## src/rtl/cursor_pkg.sv

```systemverilog
// cursor_pkg: shared constants, scan state encoding and address helper for the cursor matrix driver.
package cursor_pkg;
  localparam int ROWS = 4;
  localparam int COLS = 4;
  localparam int ADDR_W = 5;
  localparam int IDX_W = 4;
  localparam int ADDR_MIN = 1;
  localparam int ADDR_MAX = 16;
  typedef enum logic {ST_BLANK, ST_ON} scan_state_t;
  function automatic logic addr_valid(input logic [ADDR_W-1:0] a);
    return a >= ADDR_W'(ADDR_MIN) && a <= ADDR_W'(ADDR_MAX);
  endfunction
endpackage

```

## src/rtl/cursor_matrix_drv_if.sv

```systemverilog
// cursor_matrix_drv_if: cursor/cell inputs and LED matrix pin outputs of the matrix driver.
interface cursor_matrix_drv_if;
  import cursor_pkg::*;
  logic [ADDR_W-1:0] addr;
  logic [ROWS*COLS-1:0] cell_state;
  logic [ROWS-1:0] row_n;
  logic [COLS-1:0] col;
  logic frame_start;
  logic [1:0] cur_row;
  modport master(output addr, cell_state, input row_n, col, frame_start, cur_row);
  modport slave(input addr, cell_state, output row_n, col, frame_start, cur_row);
endinterface

```

## src/rtl/blink_gen.sv

```systemverilog
// blink_gen: free-running square wave, level toggles every BLINK_DIV cycles, starts high.
module blink_gen #(
  parameter int BLINK_DIV = 6000000
) (
  input  logic clk_24m,
  input  logic rst_n,
  output logic blink_on
);
  localparam int W = $clog2(BLINK_DIV + 1);
  logic [W-1:0] cnt;
  always_ff @(posedge clk_24m or negedge rst_n) begin
    if (!rst_n) begin
      cnt <= '0;
      blink_on <= 1'b1;
    end else if (cnt == W'(BLINK_DIV - 1)) begin
      cnt <= '0;
      blink_on <= ~blink_on;
    end else begin
      cnt <= cnt + W'(1);
    end
  end
endmodule

```

## src/rtl/cursor_matrix_drv.sv

```systemverilog
// cursor_matrix_drv: row-scanned 4x4 LED matrix driver with a blinking, frame-latched cursor cell.
module cursor_matrix_drv import cursor_pkg::*; #(
  parameter int SCAN_DIV  = 24000,
  parameter int BLANK_CYC = 240,
  parameter int BLINK_DIV = 6000000
) (
  input logic clk_24m,
  input logic rst_n,
  cursor_matrix_drv_if.slave bus
);
  localparam int CW = $clog2(SCAN_DIV);
  scan_state_t state, state_nx;
  logic [CW-1:0] cnt, cnt_nx;
  logic [1:0] row, row_nx;
  logic [ROWS-1:0] row_n_q, row_n_nx;
  logic [COLS-1:0] col_q, col_nx, cur_mask;
  logic frame_q, frame_tick, cur_vld, blink_on;
  logic [IDX_W-1:0] cur_idx;

  blink_gen #(.BLINK_DIV(BLINK_DIV)) u_blink (.clk_24m(clk_24m), .rst_n(rst_n), .blink_on(blink_on));

  // first cycle of the row-0 slot: cursor is sampled here only, so a frame never tears
  assign frame_tick = cnt == '0 && row == 2'd0;
  assign cur_mask = (cur_vld && cur_idx[3:2] == row && blink_on) ? COLS'(1) << cur_idx[1:0] : '0;

  always_comb begin
    state_nx = state;
    cnt_nx = cnt + CW'(1);
    row_nx = row;
    row_n_nx = row_n_q;
    col_nx = col_q;
    if (state == ST_BLANK && cnt == CW'(BLANK_CYC - 1)) begin
      state_nx = ST_ON;
      row_n_nx = ~(ROWS'(1) << row);
      col_nx = bus.cell_state[{row, 2'b00} +: COLS] ^ cur_mask;
    end else if (state == ST_ON && cnt == CW'(SCAN_DIV - 1)) begin
      state_nx = ST_BLANK;
      cnt_nx = '0;
      row_nx = row + 2'd1;
      row_n_nx = '1;
      col_nx = '0;
    end
  end

  always_ff @(posedge clk_24m or negedge rst_n) begin
    if (!rst_n) begin
      state <= ST_BLANK;
      cnt <= '0;
      row <= '0;
      row_n_q <= '1;
      col_q <= '0;
      frame_q <= 1'b0;
      cur_vld <= 1'b0;
      cur_idx <= '0;
    end else begin
      state <= state_nx;
      cnt <= cnt_nx;
      row <= row_nx;
      row_n_q <= row_n_nx;
      col_q <= col_nx;
      frame_q <= frame_tick;
      if (frame_tick) begin
        cur_vld <= addr_valid(bus.addr);
        cur_idx <= IDX_W'(bus.addr - ADDR_W'(1));
      end
    end
  end

  assign bus.row_n = row_n_q;
  assign bus.col = col_q;
  assign bus.frame_start = frame_q;
  assign bus.cur_row = row;
endmodule
```

## src/flat_wrapper.sv

```systemverilog
// flat-port wrapper written by rule: the top's interface ports become plain ports
module cursor_matrix_drv_flat import cursor_pkg::*;
#(
  parameter int SCAN_DIV  = 24000,
  parameter int BLANK_CYC = 240,
  parameter int BLINK_DIV = 6000000
)
  (clk_24m, rst_n, bus_addr, bus_cell_state, bus_row_n, bus_col, bus_frame_start, bus_cur_row);
  cursor_matrix_drv_if bus_i ();
  input logic clk_24m;
  input logic rst_n;
  input wire logic [$bits(bus_i.addr)-1:0] bus_addr;
  input wire logic [$bits(bus_i.cell_state)-1:0] bus_cell_state;
  output wire logic [$bits(bus_i.row_n)-1:0] bus_row_n;
  output wire logic [$bits(bus_i.col)-1:0] bus_col;
  output wire logic [$bits(bus_i.frame_start)-1:0] bus_frame_start;
  output wire logic [$bits(bus_i.cur_row)-1:0] bus_cur_row;
  assign bus_i.addr = bus_addr;
  assign bus_i.cell_state = bus_cell_state;
  assign bus_row_n = bus_i.row_n;
  assign bus_col = bus_i.col;
  assign bus_frame_start = bus_i.frame_start;
  assign bus_cur_row = bus_i.cur_row;
  cursor_matrix_drv #(.SCAN_DIV(SCAN_DIV), .BLANK_CYC(BLANK_CYC), .BLINK_DIV(BLINK_DIV)) u_core (.clk_24m(clk_24m), .rst_n(rst_n), .bus(bus_i));
endmodule
```

## config.mk

```make
export PLATFORM = sky130hd
export DESIGN_NAME = cursor_matrix_drv_flat
export DESIGN_NICKNAME = d
export VERILOG_FILES = /design/src/rtl/cursor_pkg.sv /design/src/rtl/cursor_matrix_drv_if.sv /design/src/rtl/blink_gen.sv /design/src/rtl/cursor_matrix_drv.sv /design/src/flat_wrapper.sv
export SDC_FILE = /design/constraint.sdc
export NUM_CORES = 1
export LEC_CHECK = 0
export CAP_MARGIN = 20
export CORE_MARGIN = 2
export CORE_UTILIZATION = 30
export CTS_BUF_LIST = sky130_fd_sc_hd__clkbuf_16
export DETAILED_ROUTE_END_ITERATION = 10
export GPL_TIMING_DRIVEN = 1
export PLACE_DENSITY = 0.55
export SLEW_MARGIN = 30
export SYNTH_ARGS = -nofsm -noshare
export SYNTH_HDL_FRONTEND = slang
export SYNTH_SLANG_ARGS = --single-unit
```

## constraint.sdc

```tcl
create_clock -name clk_24m -period 3.2 [get_ports clk_24m]
set_input_delay 0.64 -clock clk_24m [delete_from_list [all_inputs] [get_ports clk_24m]]
set_output_delay 0.64 -clock clk_24m [all_outputs]
set_load 0.02 [all_outputs]
```

## Word-level counts from Yosys, hierarchy flattened

Index checks and enable logic that the tools add are counted.

- Shifts and indexed selects: 3
- Reduce and logical (&&, ||, !) cells: 10
- $add $sub $neg: 4
- $lt $le $gt $ge: 2
- Eq/ne operators: 4
- Bitwise logic cells: 5
- Multiplexer cells: 10

Operators by type and width:

| operator | count |
|---|---|
| $mux W15 | 2 |
| $add A23 B1 Y23 const B | 1 |
| $eq A23 B23 Y1 const B | 1 |
| $mux W23 | 1 |
| $mux W4 | 5 |
| $shiftx A16 B5 Y4 | 1 |
| $add A15 B1 Y15 const B | 1 |
| $eq A15 B15 Y1 const B | 1 |
| $eq A15 B8 Y1 const B | 1 |
| $logic_not A15 Y1 | 1 |
| $shl A1 B2 Y4 const A | 2 |
| $logic_and A1 B1 Y1 | 6 |
| $ge A5 B1 Y1 const B | 1 |
| $le A5 B5 Y1 const B | 1 |
| $not A4 Y4 | 1 |
| $sub A4 B1 Y4 const B | 1 |
| $xor A4 B4 Y4 | 1 |
| $not A1 Y1 | 3 |
| $add A2 B1 Y2 const B | 1 |
| $eq A2 B2 Y1 | 1 |
| $logic_not A2 Y1 | 1 |
| $mux W1 | 2 |
| $reduce_and A2 Y1 | 1 |
| $reduce_bool A2 Y1 | 1 |

- Input port bits: 23
- Register bits: 56
- Logic and storage cells: 48
- Output and inout bits: 11

## Longest topological paths before layout

Gate-level depths: netlist of the first run.

- Depth in word-level cells: 6
- Mapped depth: 7
- Depth with buffers taken out: 6

## Modules after synthesis

From an unflattened synthesis of the first run, not the netlist that was laid out.

- Cells, all modules: 278
- Area, all modules: 3061.7 sq um

Modules (own cells, without submodules):

| module | area an instance (sq um) | instances | seq. area each (sq um) | cells an instance |
|---|---|---|---|---|
| cursor_matrix_drv | 1823.0 | 1 | 805.8 | 165 |
| blink_gen | 1238.7 | 1 | 601.8 | 113 |

## Worst setup path before layout of the first run

OpenSTA, ideal clock, no wires.

- Path kind: flip-flop to flip-flop
- Start point: reg u_core.row[0] (netlist: u_core.bus.cur_row[0])
- End point: reg u_core.cur_idx[0]
- Buffers on the path: 1
- Setup time: 0.125 ns
- Arrival time: 1.818 ns
- Period minus slack after synthesis: 1.943 ns
- Data required time: 3.075 ns
- Setup slack: 1.257 ns
- Stages on the path, launching flop included: 8
- Cell sequence: dfrtp_1 clkbuf_1 inv_1 ha_1 nand2_1 nor3_1 nand3_1 mux2_2

- Cells in the longest elaborated chain, start to end: 2

RTL lines:

| item | RTL line | source |
|---|---|---|
| start, declared | cursor_matrix_drv.sv:14 | `logic [1:0] row, row_nx;` |
| start signal, assigned | cursor_matrix_drv.sv:58 | `row <= row_nx;` |
| $logic_not A2 Y1 | cursor_matrix_drv.sv:23 | `assign frame_tick = cnt == '0 && row == 2'd0;` |
| $logic_and A1 B1 Y1 | cursor_matrix_drv.sv:23 |  |
| end signal, assigned | cursor_matrix_drv.sv:64 | `cur_idx <= IDX_W'(bus.addr - ADDR_W'(1));` |
| end, declared | cursor_matrix_drv.sv:18 | `logic [IDX_W-1:0] cur_idx;` |

No other way between the ends.
A chain may end at the register's enable or synchronous reset.

## Final worst setup path of the first run

- Start point: reg u_core.row[0] (netlist: u_core.bus.cur_row[0])
- End point: out bus_cur_row[0]

RTL lines:

| item | RTL line | source |
|---|---|---|
| end, declared | flat_wrapper.sv:17 | `output wire logic [$bits(bus_i.cur_row)-1:0] bus_cur_row;` |

No word-level cell between the ends.

==> summary.md, run 1 <==
### Setup path
- CP Data Required Time: 2560 ps
- endpoint class of the critical path: output port
- Slowest cell on crit path: sky130_fd_sc_hd__clkdlybuf4s50_1
- combined buffer and inverter count along the critical path: 1
- critical path depth: 1
- Crit Path Class: reg2out
- data arrival at the endpoint of the critical path: 1620 ps
- critical path launch point type: flip-flop
- terminus of the critical flop-to-flop path: u_core.bus.cur_row[1]$_DFFE_PN0P_
- CP peak stage delay: 700 ps
- count of cells along the worst register-to-register path: 6
- startpoint of the worst-slack reg-to-reg timing path: u_core.cnt[0]$_DFF_PN0_
- critical path cell sequence: clkdlybuf4s50_1
- beginning of the critical path: u_core.bus.cur_row[0]$_DFFE_PN0P_
- register-to-register setup slack: 1130 ps
- critical path's top delay family: buffers and inverters
- end point of the critical path: bus_cur_row[0]
- Crit Path Max Fanout: 9

### Placed design
- count of buffers inserted at the top-level ports: 33
- weighted congestion at the end of routability-driven global placement: 0.794
- worst slack at placement: 1110 ps
- post-detail-place hpwl: 4.26 mm

### Route
- total iterations of the first detailed-routing run: 4
- vias per cell: 4.81
- post-detailed-route count of antenna-violating nets: 0
- total number of vias: 2120
- DRC violation count after routing: 0
- detailed-route wire length per cell: 13.1 um
- DRC violation total after the first TritonRoute iteration: 55
- total routed wirelength: 5.78 mm

### Clock tree
- CTS tree: built
- number of CTS-inserted buffers: 5
- post-cts resize count: 0
- clock slew seen by the registers of the worst setup and hold paths: 70 ps
- clock insertion delay at the later pin of the skew report: 290 ps
- # hold bufs at CTS: 0
- buffer depth of the longest clock path: 2
- clock root buffer: sky130_fd_sc_hd__clkbuf_16
- Post CTS Setup Buffer Count: 0
- clock sinks: 56
- H-tree levels: 2

### Run
- number of violations of the max-capacitance limit: 0

### STA
- highest attainable clock frequency: 0.442 GHz
- number of hold-slack violations in the final timing report: 0
- final period utilization: 70.8%
- Layout Skew: 7.64 ps
- final-layout worst hold slack: 366 ps
- number of failing setup endpoints in the final timing report: 0
- crit path time final: 2260 ps
- Worst-Margin Slew: 787 ps
- Max Slew Vio Count: 0
- worst slew slack as a fraction of its limit: 47.3%
- slack of the critical path: 936 ps
- TNS Setup: 0 ps
- RSZ-0062 raised after global routing: false

### Synth
- net count after synthesis: 305
- async set-reset flop share out of synthesis: 100%
- sequential-to-total area share from yosys stat: 48.0%
- synthesized area per cell: 10.7 um2
- top_reg_cell synth: sky130_fd_sc_hd__dfrtp_1
- number of synthesized register bits: 56
- instance count of the mapped netlist: 273
- post-synth design cell area: 2930 um2
- number of enable flip-flop cells after synthesis: 0
- count of unique library cells instantiated by Yosys: 40
- warnings from Yosys: 0

### GRT
- number of antenna violations at the first check in global routing: 0
- global-route wire length before repair: 10.1 mm
- total gr overflow: 0
- maximum number of pins on one net before global-route repair: 28
- All-Layer GR Usage: 12.0%
- vias in the first global route: 2172

### Pwr
- peak supply drop: 0.218 mV
- power density relative to cell area: 373 nW/um2
- static leakage power: 1.49 nW

### Outcome
- run status: completed

### Floorplanning
- Chip Height: 103 um
- I/O pin count: 34
- area of the die: 10600 um2
- horizontal die dimension: 103 um
- starting density of the core: 30.4%
- site row count: 36
- core footprint: 9640 um2

### Layout
- relative area change from synthesis to final layout: 20.7%
- commonest cells after routing, fill and taps aside: sky130_fd_sc_hd__dfrtp_1, sky130_fd_sc_hd__clkdlybuf4s50_1, sky130_fd_sc_hd__xor2_1, sky130_fd_sc_hd__nor2_1, sky130_fd_sc_hd__nand3_1
- fraction of layout instances using a drive strength above 1: 10.1%
- commonest non-fill, non-tap cell in the layout: sky130_fd_sc_hd__dfrtp_1
- post-layout net count: 339
- Ant. Diodes: 0

### Hold path
- class of the worst hold path: in2async

## logic make-up after synthesis
group / Yosys count / synth area share (%)
muxes: 14 / 6.70
xor gates and xnor gates: 37 / 11.1
buffers and inverters: 23 / 3.58
adders and majority gates: 9 / 3.84
AOI/OAI and AO/OA: 20 / 4.91
DFF: 56 / 48.0
and+or+nand+nor: 114 / 21.9
## registers in the layout, indices dropped and copies added (netlist names)
register / count
u_core.state: 1
u_core.bus.col: 4
u_core.cur_vld: 1
u_core.bus.frame_start: 1
u_core.bus.row_n: 4
u_core.bus.cur_row: 2
u_core.u_blink.blink_on: 1
u_core.cnt: 15
u_core.cur_idx: 4
u_core.u_blink.cnt: 23
## Yosys cell counts, types with 5 or more instances
cell                       n  share of area (%)
sky130_fd_sc_hd__dfrtp_1  51                 44
sky130_fd_sc_hd__dfstp_2   5                4.5
sky130_fd_sc_hd__mux2i_1   5                1.7
sky130_fd_sc_hd__nor2_1   22                2.8
sky130_fd_sc_hd__o21ai_0   6                1.0
sky130_fd_sc_hd__nor4_1    6                1.3
sky130_fd_sc_hd__ha_1      9                3.8
sky130_fd_sc_hd__nor3_1    9                1.5
sky130_fd_sc_hd__nand4_1  14                3.0
sky130_fd_sc_hd__xor2_1   23                6.9
sky130_fd_sc_hd__nand3_1  18                3.1
sky130_fd_sc_hd__mux2_2    5                1.9
sky130_fd_sc_hd__and4_1    5                1.5
sky130_fd_sc_hd__and3_1    6                1.3
sky130_fd_sc_hd__xnor2_1  14                4.2
sky130_fd_sc_hd__inv_1    14                1.8
sky130_fd_sc_hd__nand2_1  15                1.9
## metal layers
layer	share of wire [%]	wire (um)	global-route usage [%]
met5	0	0	0
met4	0.29	17	2.13
met3	3.2	182	3.05
met2	48	2780	20.8
met1	48	2790	15.5
## worst register-to-register path, delay by kind of cell, from the launching register on
kind,cells,cell delay [ps]
buffers and inverters,1,210
DFF,1,400
adders and majority gates,1,220
muxes,1,350
and+or+nand+nor,3,790
## layout make-up
| class | instances | area, um2 |
|---|---|---|
| Inverter | 14 | 52.6 |
| Multi-Input combinational cell | 194 | 1420 |
| Tap cell | 133 | 166 |
| Timing Repair Buffer | 36 | 348 |
| Fill cell | 985 | 6100 |
| Sequential cell | 56 | 1410 |
| Clock buffer | 5 | 125 |
| Clock inverter | 3 | 18.8 |
## worst min path at each step
stage | startpoint | to | slack (ps) | cells past startpoint
finish | rst_n | u_core.u_blink.cnt[20]$_DFF_PN0_ | 370 | 1
detailed placement | u_core.u_blink.cnt[22]$_DFF_PN0_ | u_core.u_blink.cnt[22]$_DFF_PN0_ | 450 | 1
floorplan | rst_n | u_core.bus.col[0]$_DFFE_PN0P_ | 340 | 0
global placement | u_core.u_blink.cnt[22]$_DFF_PN0_ | u_core.u_blink.cnt[22]$_DFF_PN0_ | 460 | 1
global route | rst_n | u_core.cur_idx[0]$_DFFE_PN0P_ | 410 | 1
CTS | rst_n | u_core.cnt[1]$_DFF_PN0_ | 390 | 1
## report_power, final
group / internal, mW / switching (mW) / total [mW]
registers: 0.713 / 0.00407 / 0.717
logic: 0.0382 / 0.0286 / 0.0669
clock network: 0.288 / 0.249 / 0.537
total: 1.04 / 0.282 / 1.32
## through the flow
stage | cells | utilization, % | cell area, um2 | total power, mW
2_1_floorplan | 273 | - | 2930 | 0.751
3_3_place_gp | 433 | 35.2 | 3390 | 0.799
3_5_place_dp | 433 | 35.2 | 3390 | 0.800
4_1_cts | 441 | 36.7 | 3540 | 1.34
5_1_grt | 441 | 36.7 | 3540 | 1.38
6_report | 441 | 36.7 | 3540 | 1.32
(Power assumes the default switching activity.)
==> run 2: changes to the inputs <==
Settings changed: PLACE_DENSITY 0.55 to 0.57.
Clock period 3.2 ns to 2.05 ns, I/O delays scaled along.
==> summary.md, run 2 (synthesized netlist as in run 1, its figures left out) <==
### Clock tree
- H-tree levels: 2, unchanged
- buffer depth of the longest clock path: 2, unchanged
- # hold bufs at CTS: 0, unchanged
- clock sinks: 56, unchanged
- number of CTS-inserted buffers: 5, unchanged
- post-cts resize count: 0, unchanged
- clock slew seen by the registers of the worst setup and hold paths: 70 ps, about the same
- clock insertion delay at the later pin of the skew report: 280 ps, about the same
- Post CTS Setup Buffer Count: 0, unchanged
- CTS tree: built
- clock root buffer: sky130_fd_sc_hd__clkbuf_16

### Placed design
- weighted congestion at the end of routability-driven global placement: 0.796, +0.34%
- post-detail-place hpwl: 4.15 mm, -2.7%
- count of buffers inserted at the top-level ports: 33, unchanged

### GRT
- total gr overflow: 0, unchanged
- All-Layer GR Usage: 11.9%, -0.086 points
- number of antenna violations at the first check in global routing: 0, unchanged
- vias in the first global route: 2162, -0.46%
- global-route wire length before repair: 10.1 mm, -0.41%
- maximum number of pins on one net before global-route repair: 37, +32%

### Setup path
- Crit Path Class: reg2out
- critical path launch point type: flip-flop
- Slowest cell on crit path: sky130_fd_sc_hd__clkdlybuf4s50_1
- critical path cell sequence: buf_4, clkdlybuf4s50_1
- data arrival at the endpoint of the critical path: 1430 ps, -190 ps
- critical path's top delay family: buffers and inverters
- endpoint class of the critical path: output port
- CP peak stage delay: 620 ps, -80 ps
- CP Data Required Time: 1640 ps, -920 ps
- Crit Path Max Fanout: 8, -1
- combined buffer and inverter count along the critical path: 2, +1

### STA
- crit path time final: 1840 ps
- Layout Skew: 5.40 ps, -2.25 ps
- highest attainable clock frequency: 0.544 GHz
- TNS Setup: 0 ps, unchanged
- worst slew slack as a fraction of its limit: 67.0%, +20 points
- Worst-Margin Slew: 496 ps, -292 ps
- number of hold-slack violations in the final timing report: 0, unchanged
- final period utilization: 89.7%
- final-layout worst hold slack: 84.4 ps, -281 ps
- Max Slew Vio Count: 0, unchanged
- RSZ-0062 raised after global routing: false
- number of failing setup endpoints in the final timing report: 0, unchanged

### Route
- total iterations of the first detailed-routing run: 4, unchanged
- DRC violation count after routing: 0, unchanged
- total number of vias: 2085, -1.7%
- DRC violation total after the first TritonRoute iteration: 66, +20%
- vias per cell: 4.66, -3.0%
- total routed wirelength: 5.62 mm, -2.8%
- detailed-route wire length per cell: 12.6 um, -4.1%
- post-detailed-route count of antenna-violating nets: 0, unchanged

### Layout
- post-layout net count: 345, +1.8%
- commonest cells after routing, fill and taps aside: sky130_fd_sc_hd__dfrtp_1, sky130_fd_sc_hd__clkdlybuf4s50_1, sky130_fd_sc_hd__xor2_1, sky130_fd_sc_hd__nor2_1, sky130_fd_sc_hd__nand3_1
- biggest regs: u_core.u_blink.cnt x23, u_core.cnt x15
- number of filler instances in the final layout: 991, +0.61%
- largest register by flop count: u_core.u_blink.cnt
- flip-flop count of the largest register after layout: 23, unchanged
- Util after Layout: 37.2%, +0.52 points
- relative area change from synthesis to final layout: 22.4%
- Ant. Diodes: 0, unchanged
- fraction of layout instances using a drive strength above 1: 11.1%, +1.1 points
- commonest non-fill, non-tap cell in the layout: sky130_fd_sc_hd__dfrtp_1

### Floorplanning
- starting density of the core: 30.4%, unchanged
- area of the die: 10600 um2, unchanged
- horizontal die dimension: 103 um, unchanged
- Chip Height: 103 um, unchanged
- site row count: 36, unchanged
- I/O pin count: 34, unchanged
- core footprint: 9640 um2, unchanged

### Pwr
- power density relative to cell area: 565 nW/um2, +51%
- static leakage power: 1.54 nW, +3.1%
- peak supply drop: 0.486 mV, +120%

### Hold path
- class of the worst hold path: in2async

### Run
- number of violations of the max-capacitance limit: 0, unchanged

### Outcome
- run status: completed

## run 2: changes by cell type in the layout (fill, tap and decap cells not counted)
cell	change
sky130_fd_sc_hd__inv_1	+2
sky130_fd_sc_hd__buf_12	+1
sky130_fd_sc_hd__buf_4	+5
sky130_fd_sc_hd__clkinvlp_4	-2
## run 2: per-stage QoR
stage | power (mW) | worst slack [ps] | area [um2] | std cells
detailed placement | 1.25 | 253 | 3450 | 439
global route | 2.12 | 104 | 3590 | 447
global placement | 1.25 | 260 | 3450 | 439
CTS | 2.06 | 193 | 3590 | 447
floorplan | 1.17 | 107 | 2930 | 273
finish | 2.03 | 211 | 3590 | 447
## run 2: final cells by class
class	instances	area, um2	share of cell area (%)
Clock buffer	5	125	3.49
Sequential cell	56	1410	39.2
Multi-Input combinational cell	194	1420	39.6
Timing Repair Buffer	42	405	11.3
Clock inverter	3	11.3	0.314
Inverter	14	52.6	1.46
Tap cell	133	166	4.64
## run 2: power breakdown
part           internal (mW)  switching [mW]  leakage (nW)
clock network          0.441           0.363        0.0738
logic                 0.0611          0.0441         0.765
registers               1.11         0.00624         0.703
## run 2: routing by layer
metal  global-route usage [%]  routed length [um]  up-vias
met5                        0                   0        -
met4                     2.73                  38        0
met3                     2.03                 158        2
met2                     20.3                2690       27
met1                     16.0                2730     1005
li1                         -                   -     1051
## run 2: final timing paths
path / endpoint / start / cells past startpoint / slack, ps
max: bus_cur_row[0] / u_core.bus.cur_row[0]$_DFFE_PN0P_ / 2 / 210
min in group clk_24m: u_core.u_blink.cnt[22]$_DFF_PN0_ / u_core.u_blink.cnt[22]$_DFF_PN0_ / 1 / 470
max reg2reg: u_core.bus.row_n[0]$_DFFE_PN1P_ / u_core.cnt[10]$_DFF_PN0_ / 4 / 280
min reg2reg: u_core.u_blink.cnt[22]$_DFF_PN0_ / u_core.u_blink.cnt[22]$_DFF_PN0_ / 1 / 470
min: u_core.u_blink.cnt[11]$_DFF_PN0_ / rst_n / 1 / 80
max in group asynchronous: u_core.bus.row_n[2]$_DFFE_PN1P_ / rst_n / 2 / 1340
